==> src/rtl/nios_system_onchip_mem_copier.sv <==
// Word-by-word copier over a single-port on-chip memory.
// Each word takes a read, a read-wait and a write cycle.
module nios_system_onchip_mem_copier #(
  parameter int DEPTH  = 51200,
  parameter int ADDR_W = 16
) (
  input  logic              clk,
  input  logic              reset_n,
  input  logic              start,
  input  logic              abort,
  input  logic [ADDR_W-1:0] src_addr,
  input  logic [ADDR_W-1:0] dst_addr,
  input  logic [ADDR_W-1:0] length,
  output logic              busy,
  output logic              done,
  output logic              err,
  output logic              aborted,
  output logic [ADDR_W-1:0] words_done,
  output logic [ADDR_W-1:0] m_address,
  output logic              m_chipselect,
  output logic              m_write,
  output logic [3:0]        m_byteenable,
  output logic [31:0]       m_writedata,
  output logic              m_clken,
  input  logic [31:0]       m_readdata
);

  typedef enum logic [2:0] {
    IDLE, RD, RWAIT, WR, FIN
  } state_t;

  localparam logic [ADDR_W:0] DEPTH_W = (ADDR_W+1)'(DEPTH);

  state_t            state;
  logic [ADDR_W-1:0] src;
  logic [ADDR_W-1:0] dst;
  logic [ADDR_W-1:0] remaining;
  logic [ADDR_W:0]   src_end;
  logic [ADDR_W:0]   dst_end;
  logic              out_of_range;

  // One extra bit so the end address cannot wrap past DEPTH.
  assign src_end = {1'b0, src_addr} + {1'b0, length};
  assign dst_end = {1'b0, dst_addr} + {1'b0, length};
  assign out_of_range = (src_end > DEPTH_W) || (dst_end > DEPTH_W);

  always_ff @(posedge clk or negedge reset_n) begin
    if (!reset_n) begin
      state        <= IDLE;
      src          <= '0;
      dst          <= '0;
      remaining    <= '0;
      busy         <= 1'b0;
      done         <= 1'b0;
      err          <= 1'b0;
      aborted      <= 1'b0;
      words_done   <= '0;
      m_address    <= '0;
      m_chipselect <= 1'b0;
      m_write      <= 1'b0;
      m_byteenable <= 4'h0;
      m_writedata  <= '0;
      m_clken      <= 1'b0;
    end else begin
      m_clken <= 1'b1;
      done    <= 1'b0;
      err     <= 1'b0;
      aborted <= 1'b0;
      unique case (state)
        IDLE: begin
          if (start) begin
            if (length == '0) begin
              state      <= FIN;
              busy       <= 1'b1;
              done       <= 1'b1;
              words_done <= '0;
            end else if (out_of_range) begin
              err <= 1'b1;
            end else begin
              state        <= RD;
              busy         <= 1'b1;
              src          <= src_addr;
              dst          <= dst_addr;
              remaining    <= length;
              words_done   <= '0;
              m_chipselect <= 1'b1;
              m_write      <= 1'b0;
              m_address    <= src_addr;
            end
          end
        end
        RD: begin
          m_chipselect <= 1'b0;
          if (abort) begin
            state   <= IDLE;
            busy    <= 1'b0;
            aborted <= 1'b1;
          end else begin
            state <= RWAIT;
          end
        end
        RWAIT: begin
          if (abort) begin
            state   <= IDLE;
            busy    <= 1'b0;
            aborted <= 1'b1;
          end else begin
            state        <= WR;
            m_writedata  <= m_readdata;
            m_chipselect <= 1'b1;
            m_write      <= 1'b1;
            m_byteenable <= 4'hF;
            m_address    <= dst;
          end
        end
        WR: begin
          src          <= src + 1'b1;
          dst          <= dst + 1'b1;
          remaining    <= remaining - 1'b1;
          words_done   <= words_done + 1'b1;
          m_chipselect <= 1'b0;
          m_write      <= 1'b0;
          m_byteenable <= 4'h0;
          if (abort) begin
            state   <= IDLE;
            busy    <= 1'b0;
            aborted <= 1'b1;
          end else if (remaining == 1) begin
            state <= FIN;
            done  <= 1'b1;
          end else begin
            state        <= RD;
            m_chipselect <= 1'b1;
            m_address    <= src + 1'b1;
          end
        end
        FIN: begin
          state <= IDLE;
          busy  <= 1'b0;
        end
        default: begin
          state <= IDLE;
          busy  <= 1'b0;
        end
      endcase
    end
  end

endmodule
==> config.mk <==
export PLATFORM = sky130hd
export DESIGN_NAME = nios_system_onchip_mem_copier
export DESIGN_NICKNAME = d
export VERILOG_FILES = /design/src/rtl/nios_system_onchip_mem_copier.sv
export SDC_FILE = /design/constraint.sdc
export NUM_CORES = 1
export LEC_CHECK = 0
export ABC_AREA = 1
export ABC_CLOCK_PERIOD_IN_PS = 2300
export BUFFER_PORTS_ARGS = -buffer_cell sky130_fd_sc_hd__buf_2
export CAP_MARGIN = 10
export CORE_MARGIN = 1.5
export CORE_UTILIZATION = 45
export DETAILED_ROUTE_END_ITERATION = 10
export PLACE_DENSITY = 0.71
export SYNTH_ARGS = -nofsm -noshare
export SYNTH_HDL_FRONTEND = slang
export SYNTH_SLANG_ARGS = --single-unit
export TNS_END_PERCENT = 100
==> constraint.sdc <==
create_clock -name clk -period 2.3 [get_ports clk]
set_clock_uncertainty 0.05 [all_clocks]
set_input_delay 0.115 -clock clk [delete_from_list [all_inputs] [get_ports clk]]
set_output_delay 0.115 -clock clk [all_outputs]
set_load 0.05 [all_outputs]
After elaboration in Yosys (flattened, before gate mapping)
Cells that the tools add are included.
- add/subtract/negate cells: 6
- multiply operators: 0
- div/mod/pow operators: 0
- $lt $le $gt $ge: 2
- eq/ne operators: 12
- shift operators: 0
- multiplexer cells: 56
- bitwise gates (word level): 1
- reduce and logical (&&, ||, !) cells: 17
- operators by type and width (kind ; count):
    $mux W16 ; 15
    $pmux W16 S2 ; 4
    $add A16 B1 Y16 const B ; 3
    $pmux W16 S3 ; 1
    $add A16 B16 Y17 ; 2
    $gt A17 B16 Y1 const B ; 2
    $mux W1 ; 22
    $eq A16 B1 Y1 const B ; 1
    $logic_not A16 Y1 ; 1
    $sub A16 B1 Y16 const B ; 1
    $mux W3 ; 5
    $ne A2 B2 Y1 const B ; 6
    $pmux W3 S4 ; 1
    $reduce_and A5 Y1 ; 2
    $pmux W4 S2 ; 1
    $reduce_and A7 Y1 ; 1
    $eq A3 B2 Y1 const B ; 2
    $reduce_and A2 Y1 ; 3
    $reduce_and A3 Y1 ; 2
    $mux W2 ; 2
    $mux W4 ; 1
    $pmux W1 S2 ; 2
    $pmux W1 S4 ; 1
    $reduce_and A4 Y1 ; 1
    11 further kinds ; 12
- register bits: 126
- bits in latches: 0
- bits in writable memories: 0
- ROM bits: 0
- input port bits: 84
- output and inout bits: 75
- word-level logic and storage cells: 109
- memories: 0

Depth between registers and ports, before layout
- depth after elaboration: 7
- mapped depth: 22
- gate-level depth less buffers: 20

Worst setup path after synthesis
Ideal clock, no wire load.
- path type: input port to flip-flop
- from: in src_addr[0]
- to: reg dst[0]
- arrival: 2.294 ns
- data required time: 2.127 ns
- setup slack: -0.167 ns
- stages: 17
- cell sequence: ha_1 > fa_1 > or2_2 > nor2_1 > nand3_1 > nor2_1 > nand3_1 > nor2_1 > nand3_1 > o21bai_1 > nand3_2 > nand2_4 > nand2_2 > buf_6 > buf_6 > nand2_1 > o21ai_2
- word-level cells in the longest chain between the ends: 5
- ends and longest elaborated chain (element ; RTL line ; RTL):
    start: declaration ; 11 ; input logic [ADDR_W-1:0] src_addr,
    $add A16 B16 Y17 ; 43 ; assign src_end = {1'b0, src_addr} + {1'b0, length};
    $gt A17 B16 Y1 ; 45 ; assign out_of_range = (src_end > DEPTH_W) || (dst_end > DEPTH_W);
    $logic_or A1 B1 Y1 ; 45 ;
    $ne A2 B2 Y1 (no source line) ; -- ;
    $reduce_and A4 Y1 (no source line) ; -- ;
    end signal: assignment ; 83 ; dst <= dst_addr;
    end signal: assignment ; 118 ; dst <= dst + 1'b1;
    end: declaration ; 36 ; logic [ADDR_W-1:0] dst;
Every way passes these cells.
A chain may end at the register's enable or synchronous reset.

Worst setup path in the final report
- from: in src_addr[0]
- to: reg dst[9]
The elaborated chain is that of the path after synthesis.

==> metrics <==
Final Critical Period=2.31 ns; post-route total power=15.1 mW; Die H=about 140 um; Placement Setup Slack=-0.514 ns; first-pass GRT wire length=approximately 42000 um; Site Rows=50; clk buf depth=2; Power Density=around 1200 nW/um^2; die width=142 um; CP max FO=8; Syn Area/Cell=around 7.1 sq um; later-pin clock latency in the skew report=approximately 0.41 ns; Startpoint Class=input port; Synth async-reset ratio=100%; DIE AREA=about 20000 sq um; Total GRT Usage=a little over a quarter; Via Count=~9.4k; Layout Nets=1647; Fillers=~1.6k; number of non-filler instances in the completed layout=1769; setup TNS=-0.0150 ns; Ports=approximately 160; Net Sw Frac=about half; H-tree depth=4; layout cells sized above 1=around 34%; DR WL met3=approximately 1700 um; Vias/cell=around 5.3; DR WL met2=approximately 13000 um; Core ar.=around 19000 sq um; final instance area=about 12000 sq um; area of the mapped netlist=about 8700 sq um; Max Slew Vio Count=0; Yosys reg bits=between 100 and 150; Unique masters post-synth=46; Hold Fails Final Rpt=0; Clk pin slew, worst setup/hold paths=0.06 ns; fin crit share=100%; kind of end point of the critical path=register; final setup margin=-0.00786 ns; placed cells=1685; area of the multi-input gates=about 5500 sq um; Worst Hold Path Cells=3; DRT iter0 DRCs=approximately 790; Seq pwr share=27.8%; Int Pwr=7.65 mW; dpl cell area=approximately 11000 sq um; count of flip-flops with a built-in enable after synthesis=0; RSZ-0062 raised after global routing=true; n_diodes=0; failing checks=negative setup slack; FF/Latch Area=3080 sq um; pin count of the biggest net entering global routing=between 100 and 150; clock share of power=~16%; register area share after synthesis=a little over a third; Layout area overhead=43.7%; Clk Tree Root Cell=clkbuf_16; critical path class=input port to register; drt first pass iters=6; CP arrival=approximately 2.6 ns; worst hold path class=input port to register; DR WL/cell=15.6 um; Comb pwr share=a little under three fifths; Max VDD drop=about 0.55 mV; drt drc=0; Num CTS Buffers=17; NetSw=approximately 7.4 mW; Syn Nets=1334; Slew HR=between 60% and 70%; total global routing overflow=0; Synthesis Warnings=0; max-cap check violation count=0; Leak Pwr=around 6.6 nW; fmax=~430 MHz; number of global-route vias before repair=8665; # port buffers=158; ANT nets after route=0; RePlAce Congestion=0.933; R2R depth=9; Post-DP HPWL=between 15000 and 20000 um; wl on met1=11700 um; WL final=about 28000 um; antenna violations before repair=0; cells after synthesis=around 1.2k; top sig layer=met4; status=complete, but fails checks; Worst Path Required=~2.5 ns; fin util=between 60% and 70%; hold slack=0.0342 ns; Main synth FF type=dfrtp_1; Worst-Margin Slew=0.583 ns; initial core utilization=between 40% and 50%; Clock Sink Count=about 120; Setup Viol. Count Final=4; TritonCTS clock tree=built
## cell usage after synthesis (2+ instances only)
| cell type | count | area share, % |
|---|---|---|
| a21oi_1 | 45 | 2.6 |
| a221oi_1 | 8 | 0.81 |
| a31oi_1 | 2 | 0.14 |
| and2_1 | 6 | 0.43 |
| buf_2 | 5 | 0.29 |
| buf_4 | 3 | 0.26 |
| buf_6 | 6 | 0.78 |
| clkbuf_1 | 19 | 0.82 |
| dfrtp_1 | 123 | 36 |
| fa_1 | 2 | 0.46 |
| ha_1 | 37 | 5.4 |
| inv_1 | 145 | 6.3 |
| inv_2 | 5 | 0.22 |
| mux2_2 | 32 | 4.2 |
| mux2i_1 | 19 | 2.2 |
| nand2_1 | 388 | 17 |
| nand2_2 | 3 | 0.22 |
| nand3_1 | 94 | 5.4 |
| nand3_2 | 2 | 0.23 |
| nand3b_1 | 4 | 0.35 |
| nand4_1 | 20 | 1.4 |
| nor2_1 | 86 | 3.7 |
| nor3_1 | 17 | 0.98 |
| nor4_1 | 6 | 0.43 |
| o211ai_1 | 4 | 0.35 |
| o21ai_0 | 51 | 3.0 |
| o21ai_1 | 20 | 1.2 |
| o21ai_2 | 10 | 1.0 |
| o21bai_1 | 4 | 0.35 |
| o22ai_1 | 3 | 0.22 |
| o31ai_1 | 2 | 0.17 |
| or2_2 | 4 | 0.29 |
| xnor2_1 | 5 | 0.51 |
| xor2_1 | 19 | 1.9 |
## registers in the layout, summed over array words and instances, names as in the netlist
signal and cells:
m_writedata 32, dst 16, m_address 16, remaining 16, src 16, words_done 16, state 3, aborted 1
busy 1, done 1, err 1, m_byteenable 1, m_chipselect 1, m_clken 1, m_write 1
## layer usage
| metal | vias up | GRT usage (%) |
|---|---|---|
| li1 | 4580 | - |
| met1 | 4386 | 35.1 |
| met2 | 396 | 42.9 |
| met3 | 79 | 3.75 |
| met4 | 0 | 8.90 |
| met5 | - | 0 |
## worst max-delay path, stage by stage
cell and delay [ns]:
buf_2 0.12, ha_4 0.16, fa_2 0.44, or2_4 0.23
nor2_2 0.07, nand3_1 0.07, nor2_1 0.11, nand3_1 0.10
nor2_1 0.10, nand3_1 0.09, o21bai_2 0.16, nand3_4 0.15
nand2_8 0.16, nand2_8 0.11, clkbuf_16 0.23, nand2_2 0.05
o21ai_1 0.06
## logic make-up after synthesis
kind of cell | count (synthesis) | share of synthesized area [%]
AOI/OAI and AO/OA | 153 | 10.1
xor gates and xnor gates | 24 | 2.43
adders and majority gates | 39 | 5.81
buffers and inverters | 185 | 8.76
DFF | 123 | 35.6
muxes | 51 | 6.36
other | 1 | 0.0433
and+or+nand+nor | 635 | 30.9
## power groups by stage
| stage | registers (mW) | clock network, mW | logic, mW |
|---|---|---|---|
| 2_1_floorplan | 5.90 | 0 | 3.24 |
| 3_3_place_gp | 3.99 | 0 | 6.90 |
| 3_5_place_dp | 4.03 | 0 | 7.05 |
| 4_1_cts | 4.01 | 2.49 | 7.15 |
| 5_1_grt | 4.33 | 2.60 | 9.01 |
| 6_report | 4.20 | 2.47 | 8.42 |
## final cells by class
cell class | count | area share, %
Multi-Input combinational cell | 904 | 44.4
Sequential cell | 123 | 24.8
Timing Repair Buffer | 328 | 19.6
Inverter | 150 | 4.53
Clock buffer | 20 | 3.59
Tap cell | 234 | 2.35
Clock inverter | 10 | 0.785
## placed cells by master, fill, tap and decap left out, types with 4 or more instances in the layout
cell / netlist / final
nand2_2: 3 / 54
o21ai_0: 51 / 42
a21oi_1: 45 / 38
nand4_1: 20 / 20
nor2_2: 0 / 9
o211ai_1: 4 / 4
ha_4: 0 / 9
a21oi_2: 0 / 7
clkinv_4: 0 / 4
o21ai_1: 20 / 17
nand3_1: 94 / 89
buf_4: 3 / 112
and2_1: 6 / 6
a221oi_1: 8 / 8
nand3_2: 2 / 5
buf_2: 5 / 155
nand2_1: 388 / 306
mux2_2: 32 / 32
mux2i_1: 19 / 19
o21ai_2: 10 / 22
inv_2: 5 / 6
nand3b_1: 4 / 4
xnor2_1: 5 / 5
nand2_4: 1 / 30
nor4_1: 6 / 5
nor3_1: 17 / 12
dlygate4sd3_1: 0 / 37
nor3_2: 1 / 6
xor2_1: 19 / 19
inv_1: 145 / 144
buf_12: 0 / 7
nor2_1: 86 / 76
ha_1: 37 / 25
clkbuf_16: 0 / 25
buf_6: 6 / 6
dfrtp_1: 123 / 122
## what timing repair did
action / 4_1_cts / 5_1_grt
gates cloned: 0 / 11
hold endpoints to repair: 162 / 0
endpoints found under the setup margin: 73 / 85
pin swaps: 0 / 21
buffers inserted: 0 / 6
resized for setup: 4 / 181
hold buffers: 37 / 0
## path summary, 6_finish.rpt
kind	from	endpoint	slack [ns]
worst max-delay path	src_addr[0]	dst[9]	-0.008
worst min-delay path	dst_addr[0]	dst[0]	0.03
worst max register to register	dst[2]	dst[15]	0.08
worst min register to register	m_write	m_write	0.42
max in group asynchronous	reset_n	dst[0]	1.26
min in group asynchronous	reset_n	dst[12]	0.07
(Power assumes the default switching activity.)
